[config.mk]
export PLATFORM = sky130hd
export DESIGN_NAME = pio_host_cmd
export DESIGN_NICKNAME = d
export VERILOG_FILES = /design/src/rtl/pio_host_cmd.sv
export SDC_FILE = /design/constraint.sdc
export NUM_CORES = 2
export LEC_CHECK = 0
export CORE_UTILIZATION = 30
export DETAILED_ROUTE_END_ITERATION = 16
export PLACE_DENSITY_LB_ADDON = 0.25
export SLEW_MARGIN = 10
export SYNTH_ARGS = -nofsm -noshare
export SYNTH_HDL_FRONTEND = slang
export SYNTH_SLANG_ARGS = --single-unit
[constraint.sdc]
create_clock -name clk_25mhz -period 8.2 [get_ports clk_25mhz]
set_input_delay 1.64 -clock clk_25mhz [delete_from_list [all_inputs] [get_ports clk_25mhz]]
set_output_delay 1.64 -clock clk_25mhz [all_outputs]
set_load 0.05 [all_outputs]
[src/rtl/pio_host_cmd.sv]
// Host command responder for the PIO block: decodes the host bus into instruction-memory
// writes, per-SM configuration, control strobes and host-side TX/RX FIFO access.
module pio_host_cmd #(
    parameter int unsigned NSM        = 4,
    parameter int unsigned FIFO_DEPTH = 4,
    parameter int unsigned IMEM_DEPTH = 32
) (
    input  logic                                clk_25mhz,
    input  logic                                reset,
    input  logic [$clog2(NSM)-1:0]              mindex,
    input  logic [31:0]                         din,
    input  logic [$clog2(IMEM_DEPTH)-1:0]       index,
    input  logic [5:0]                          action,
    output logic [31:0]                         dout,
    output logic [NSM-1:0]                      tx_full,
    output logic [NSM-1:0]                      rx_empty,
    input  logic [NSM*$clog2(IMEM_DEPTH)-1:0]   imem_raddr,
    output logic [NSM*16-1:0]                   imem_rdata,
    output logic [NSM*32-1:0]                   sm_clkdiv,
    output logic [NSM*32-1:0]                   sm_pinctrl,
    output logic [NSM*32-1:0]                   sm_execctrl,
    output logic [NSM*32-1:0]                   sm_shiftctrl,
    output logic [NSM-1:0]                      en_mask,
    output logic [NSM-1:0]                      restart,
    output logic [NSM-1:0]                      exec_valid,
    output logic [15:0]                         exec_instr,
    input  logic [NSM-1:0]                      sm_pull,
    output logic [NSM*32-1:0]                   sm_txdata,
    output logic [NSM-1:0]                      sm_txempty,
    input  logic [NSM-1:0]                      sm_push,
    input  logic [NSM*32-1:0]                   sm_rxdata,
    output logic [NSM-1:0]                      sm_rxfull
);
    localparam int unsigned MW = $clog2(NSM);
    localparam int unsigned IW = $clog2(IMEM_DEPTH);
    localparam int unsigned AW = $clog2(FIFO_DEPTH);
    localparam int unsigned PW = AW + 1;

    localparam logic [5:0] ActImem  = 6'd1;
    localparam logic [5:0] ActPush  = 6'd2;
    localparam logic [5:0] ActPop   = 6'd3;
    localparam logic [5:0] ActEn    = 6'd4;
    localparam logic [5:0] ActRst   = 6'd5;
    localparam logic [5:0] ActClk   = 6'd6;
    localparam logic [5:0] ActPin   = 6'd7;
    localparam logic [5:0] ActExecC = 6'd8;
    localparam logic [5:0] ActShift = 6'd9;
    localparam logic [5:0] ActExec  = 6'd10;

    logic [NSM-1:0] sel;
    always_comb begin
        sel = '0;
        for (int k = 0; k < NSM; k++) sel[k] = (mindex == MW'(k));
    end

    logic [15:0] imem_q [IMEM_DEPTH];
    always_ff @(posedge clk_25mhz) begin
        if (action == ActImem) imem_q[index] <= din[15:0];
    end

    logic [31:0] clkdiv_q [NSM];
    logic [31:0] pinctrl_q [NSM];
    logic [31:0] execctrl_q [NSM];
    logic [31:0] shiftctrl_q [NSM];
    logic [NSM-1:0] en_mask_q, restart_q, restart_d, exec_valid_q, exec_valid_d;
    logic [15:0] exec_instr_q;
    logic [31:0] dout_q, dout_d;
    logic [31:0] rx_head [NSM];

    always_comb begin
        restart_d    = (action == ActRst) ? din[NSM-1:0] : '0;
        exec_valid_d = (action == ActExec) ? sel : '0;
        dout_d       = dout_q;
        if (action == ActPop && !rx_empty[mindex]) dout_d = rx_head[mindex];
    end

    always_ff @(posedge clk_25mhz) begin
        if (reset) begin
            for (int k = 0; k < NSM; k++) begin
                clkdiv_q[k]    <= 32'h0001_0000;
                pinctrl_q[k]   <= '0;
                execctrl_q[k]  <= '0;
                shiftctrl_q[k] <= '0;
            end
            en_mask_q    <= '0;
            restart_q    <= '0;
            exec_valid_q <= '0;
            exec_instr_q <= '0;
            dout_q       <= '0;
        end else begin
            for (int k = 0; k < NSM; k++) begin
                if (sel[k]) begin
                    if (action == ActClk)   clkdiv_q[k]    <= din;
                    if (action == ActPin)   pinctrl_q[k]   <= din;
                    if (action == ActExecC) execctrl_q[k]  <= din;
                    if (action == ActShift) shiftctrl_q[k] <= din;
                end
            end
            if (action == ActEn)   en_mask_q    <= din[NSM-1:0];
            if (action == ActExec) exec_instr_q <= din[15:0];
            restart_q    <= restart_d;
            exec_valid_q <= exec_valid_d;
            dout_q       <= dout_d;
        end
    end

    assign en_mask    = en_mask_q;
    assign restart    = restart_q;
    assign exec_valid = exec_valid_q;
    assign exec_instr = exec_instr_q;
    assign dout       = dout_q;

    for (genvar i = 0; i < NSM; i++) begin : g_sm
        logic [31:0]   tx_mem_q [FIFO_DEPTH];
        logic [31:0]   rx_mem_q [FIFO_DEPTH];
        logic [PW-1:0] tx_wptr_q, tx_rptr_q, rx_wptr_q, rx_rptr_q;
        logic          tx_full_w, tx_empty_w, rx_full_w, rx_empty_w;
        logic          tx_push, tx_pop, rx_push, rx_pop;

        assign tx_empty_w = (tx_wptr_q == tx_rptr_q);
        assign tx_full_w  = (tx_wptr_q[AW] != tx_rptr_q[AW]) &&
                            (tx_wptr_q[AW-1:0] == tx_rptr_q[AW-1:0]);
        assign rx_empty_w = (rx_wptr_q == rx_rptr_q);
        assign rx_full_w  = (rx_wptr_q[AW] != rx_rptr_q[AW]) &&
                            (rx_wptr_q[AW-1:0] == rx_rptr_q[AW-1:0]);

        // A push into a full FIFO only lands when a pop frees a slot in the same cycle.
        assign tx_pop  = sm_pull[i] && !tx_empty_w;
        assign tx_push = (action == ActPush) && sel[i] && (!tx_full_w || tx_pop);
        assign rx_pop  = (action == ActPop) && sel[i] && !rx_empty_w;
        assign rx_push = sm_push[i] && (!rx_full_w || rx_pop);

        always_ff @(posedge clk_25mhz) begin
            if (reset) begin
                tx_wptr_q <= '0;
                tx_rptr_q <= '0;
                rx_wptr_q <= '0;
                rx_rptr_q <= '0;
            end else begin
                if (tx_push) tx_wptr_q <= tx_wptr_q + PW'(1);
                if (tx_pop)  tx_rptr_q <= tx_rptr_q + PW'(1);
                if (rx_push) rx_wptr_q <= rx_wptr_q + PW'(1);
                if (rx_pop)  rx_rptr_q <= rx_rptr_q + PW'(1);
            end
        end

        always_ff @(posedge clk_25mhz) begin
            if (tx_push) tx_mem_q[tx_wptr_q[AW-1:0]] <= din;
            if (rx_push) rx_mem_q[rx_wptr_q[AW-1:0]] <= sm_rxdata[32*i +: 32];
        end

        assign rx_head[i]              = rx_mem_q[rx_rptr_q[AW-1:0]];
        assign tx_full[i]              = tx_full_w;
        assign sm_txempty[i]           = tx_empty_w;
        assign rx_empty[i]             = rx_empty_w;
        assign sm_rxfull[i]            = rx_full_w;
        assign sm_txdata[32*i +: 32]   = tx_mem_q[tx_rptr_q[AW-1:0]];
        assign imem_rdata[16*i +: 16]  = imem_q[imem_raddr[IW*i +: IW]];
        assign sm_clkdiv[32*i +: 32]   = clkdiv_q[i];
        assign sm_pinctrl[32*i +: 32]  = pinctrl_q[i];
        assign sm_execctrl[32*i +: 32] = execctrl_q[i];
        assign sm_shiftctrl[32*i +: 32] = shiftctrl_q[i];
    end

endmodule
# Word level (Yosys, flattened, before mapping)
# Memory sizes are Yosys's and may differ from the RTL's. A register that Yosys moved wholly into a read port is not among the register bits.
# Index checks and enable logic that the tools add are counted.
# totals
regBits,108
mem_count,13
out_inout_bits,780
mem_bits_rw,2048
# classes
magnitude_cmp,2
add_sub_neg,16
eq_ne,37
muxes,109
n_reduce_logical,61
n_bitwise,19
# memory_table
name,depth,word_bits,rd,rd_ports_with_merged_regs,write_ports,line_no,source
imem_q,32,16,4,0,1,56,logic [15:0] imem_q [IMEM_DEPTH];
clkdiv_q,4,32,4,0,4,61,logic [31:0] clkdiv_q [NSM];
execctrl_q,4,32,4,0,4,63,logic [31:0] execctrl_q [NSM];
g_sm[0].rx_mem_q,4,32,1,1,1,115,logic [31:0] rx_mem_q [FIFO_DEPTH];
g_sm[0].tx_mem_q,4,32,1,1,1,114,logic [31:0] tx_mem_q [FIFO_DEPTH];
g_sm[1].rx_mem_q,4,32,1,1,1,115,
7 more memories,--,--,--,--,--,--,
# op_table
cell,n
32-bit two-way mux,18
1-bit two-way mux,73
32-bit binary-select mux with 2-bit select,1
3-bit by 1-bit adder with 3-bit output (second input constant),16
1-bit logical AND,33
2-bit two-way mux,16
3-bit == test,8
6-bit by 3-bit == test with 1-bit output (second input constant),4
6-bit by 4-bit == test with 1-bit output (second input constant),3
1-bit zero test,17
2-bit == test,8
1-bit bitwise OR,16
6-bit by 2-bit == test with 1-bit output (second input constant),2
1-bit logical OR,8
1-bit != test,8
6-bit by 1-bit == test with 1-bit output (second input constant),1
2-bit == test (second input constant),2
2-bit OR reduction,2
3-bit greater-or-equal comparator (second input constant),1
2-bit by 3-bit < comparator with 1-bit output (second input constant),1
2-bit inverter with 3-bit output,1
1-bit binary-select mux with 2-bit select,1
2-bit by 1-bit == test with 1-bit output (second input constant),1
2-bit zero test,1
1-bit inverter,2

# Logic depth before layout (Yosys ltp)
# depth
word_depth,7
mapped_depth,8

# Worst setup path before layout
# No wires, ideal clock.
# synth_timing
path_type,input -> register
start,input port action[3]
end,"memory pinctrl_q[0][0], enable pin"
stages,3
path_buffers,0
arrival_ns,4.713
required_time_ns,7.734
path_slack_ns,3.022
path_cell_list,nor4b_1 nand3_1 o21ai_0
# synth_lines
item,line_no,source
from (decl),13,"input logic [5:0] action,"
to (decl),62,logic [31:0] pinctrl_q [NSM];

# Final worst setup path
# layout_timing
start,input port imem_raddr[10]
end,output port imem_rdata[35]
# layout_between
elab_chain_cells,1
# layout_lines
item,line_no,source
from (decl),17,"input logic [NSM*$clog2(IMEM_DEPTH)-1:0] imem_raddr,"
memory read 32 x 16 bit,--,
to (decl),18,"output logic [NSM*16-1:0] imem_rdata,"
# No other way between the ends.

==> run metrics <==
final hold vios=0; Post-CTS Hold Fix Bufs=0; CTS tree=yes; quantity of gates resized following cts=0; Mean Syn Cell Area=19.5 um^2; CP Capture Type=primary output; number of synthesized flops with an enable pin=2048; setup TNS=0 ns; largest net degree at the start of global routing=77; Die Ht=561 um; min cycle time layout=6.55 ns; register bit total from synthesis=2172; transition time at the pin with the least slew margin=~1.3 ns; Post-Syn Instances=4825; outcome=completed; antenna-violating nets left=0; HP Class=register to register; Setup Viol. Count Final=0; Routed WL per cell=33.3 um; initial core utilization=0.301; setup bufs post-CTS=0; Worst EP required=6.56 ns; Port Buffers=982; maximum clock rate=153 MHz; initial antenna violation count=103; total of fill cells in the finished design=between 20000 and 30000; Crit Path Max Fanout=50; CP Data Arrival Time=4.91 ns; register area share after synthesis=0.681; global route overflow=0; FP Rows=205; worst skew pair latency=approximately 0.93 ns; Synth Cell Area=~94000 um^2; CTS clk-pin slew, worst paths=around 0.060 ns; first-pass GRT wire length=461 mm; RSZ-0062 raised after global routing=no; core area=312000 um^2; number of global-route vias before repair=54000; layout cells sized above 1=0.249; Iter 0 DRT Violations=5956; die area=315000 um^2; synth top area cells=edfxtp_1 (65%), mux4_2 (19%), and2_1 (3.6%), mux2i_1 (3.0%), dfxtp_1 (2.6%); P&R area growth vs syn=24.7%; Final Cycle Share=0.799; Boundary Pins=between 900 and 1000; max-cap violations=0; DIE WIDTH=561 um; post-synth top area share=0.655; hpwl dp=221 mm; top_reg_cell synth=edfxtp_1; Residual DRC=0; Yosys cell types=58; yosys warns=0; Nets=6084; Async S/R FF share, synth=0; Hold Slack=0.453 ns; Critical Setup Path Class=input pin to primary output; Global Route Usage Sum=0.212; via count=approximately 54000; final slew viol count=0; worst relative slew slack=0.116; routability congestion estimate=around 0.84; vias per inst=~5.3; Post-Route WL=340 mm; Startpoint Class=input pin; post-layout util=0.376; clock root buffer=clkbuf_16; VDD IR-drop max=0.000189 V; Static Leak=0.0371 uW; CTS H-tree depth=4; Synthesized Nets=slightly above 5000; CTS sink cnt=2172; clk_skew=0.0955 ns; Pwr Density=222 nW/um^2; maximum root-to-sink buffer count=4; CTS Buf Count=238; Yosys top cell by area=edfxtp_1; Detailed Routing Iterations Pass 1=5
-- flip-flops by register name, indices dropped and copies added (netlist names), named ones only --
name / count
g_sm.tx_rptr_q: 12
g_sm.tx_wptr_q: 12
g_sm.rx_wptr_q: 12
exec_valid: 4
restart: 4
g_sm.tx_mem_q: 512
execctrl_q: 128
g_sm.rx_rptr_q: 12
exec_instr: 16
en_mask: 4
pinctrl_q: 128
g_sm.rx_mem_q: 512
shiftctrl_q: 128
imem_q: 512
clkdiv_q: 128
dout: 32
-- path summary, 6_finish.rpt --
kind | depth (start not counted) | startpoint | endpoint | slack (ns)
hold / removal | 2 | exec_instr[4] | exec_instr[4] | 0.45
setup reg to reg | 6 | register | dout[8] | 5.17
hold reg to reg | 2 | exec_instr[4] | exec_instr[4] | 0.45
setup / recovery | 6 | imem_raddr[10] | imem_rdata[35] | 1.65
-- final cells by class --
cell class / count / area [um^2] / share of cell area
inverters: 31 / 119 / 0.00101
well taps: 4140 / 5180 / 0.0442
clock inverters: 141 / 1560 / 0.0133
repair buffers: 1134 / 11000 / 0.0942
multi-input cells: 2264 / 28800 / 0.246
flip-flops and latches: 2172 / 64000 / 0.547
clock buffers: 299 / 6380 / 0.0545
diodes: 23 / 57.6 / 0.000491
-- per-stage QoR --
| stage | std cells | total power (uW) | setup slack [ns] | area (um^2) |
|---|---|---|---|---|
| detailed placement | 9741 | 15400 | 1.63 | 109000 |
| global route | 10200 | 26700 | 1.55 | 117000 |
| CTS | 10200 | 26200 | 1.62 | 117000 |
| global placement | 9741 | 15300 | 1.66 | 109000 |
| finish | 10200 | 26000 | 1.65 | 117000 |
| floorplan | 4825 | 14200 | 3.02 | 93900 |
-- per-layer routing --
metal	global-route usage	part of all wire
met5	0	0.0018
met4	0.0677	0.033
met3	0.0701	0.11
met2	0.334	0.46
met1	0.274	0.39
-- synth_stat cells, types with 23 or more instances --
| master | count |
|---|---|
| o22a_1 | 26 |
| edfxtp_1 | 2048 |
| xnor2_1 | 33 |
| inv_1 | 30 |
| buf_2 | 52 |
| clkbuf_1 | 236 |
| nor2_1 | 107 |
| mux2i_1 | 282 |
| mux2_2 | 64 |
| buf_4 | 24 |
| o221ai_1 | 29 |
| buf_1 | 41 |
| and2_1 | 539 |
| o21ai_0 | 23 |
| ha_1 | 40 |
| nand2_1 | 89 |
| xor2_1 | 26 |
| mux4_2 | 776 |
| o22ai_1 | 65 |
| o31ai_1 | 26 |
| dfxtp_1 | 124 |
-- critical path, cell delays in order --
cell,delay [ns]
clkbuf_8,0.51
buf_4,0.41
mux4_2,0.53
mux4_2,0.64
mux2_2,0.32
clkdlybuf4s50_1,0.71
-- power breakdown --
part	total, uW	internal (uW)	switching (uW)	leakage [uW]
combinational	2640	854	1780	0.0135
sequential	12500	12400	77.3	0.0198
clock	10900	6300	4590	0.00384
-- layout by cell type, fill, tap and decap left out, types with 13 or more instances in the layout --
cell type / n
edfxtp_1: 2048
diode_2: 23
clkinv_2: 38
o21ai_4: 16
clkdlybuf4s50_1: 932
o22a_1: 26
ha_1: 40
nor2_1: 67
mux2i_1: 282
and2_1: 523
buf_12: 15
dfxtp_1: 114
clkbuf_1: 44
o31ai_1: 26
a21oi_1: 22
nor3_1: 13
o221ai_1: 29
xor2_1: 26
o22ai_1: 65
buf_2: 18
clkinv_1: 44
bufinv_16: 25
nand2_1: 89
mux4_2: 776
buf_4: 161
inv_1: 30
xnor2_1: 33
clkinvlp_4: 14
mux2_2: 64
and2_2: 16
clkbuf_16: 240
clkbuf_8: 19
nand3_1: 19
nor2_4: 36
-- kinds of logic (layout without fill, tap and decap cells) --
logic type,count (synthesis),in the layout,synth area share
compound gates,221,221,0.0168
xor+xnor,59,59,0.00550
fa+ha+maj,40,40,0.00533
buf+inv,389,1605,0.0176
flops,2172,2172,0.681
mux,1122,1122,0.224
other cells,0,23,0
simple gates,822,822,0.0494
Note: power is estimated with default switching activity, not from simulation.
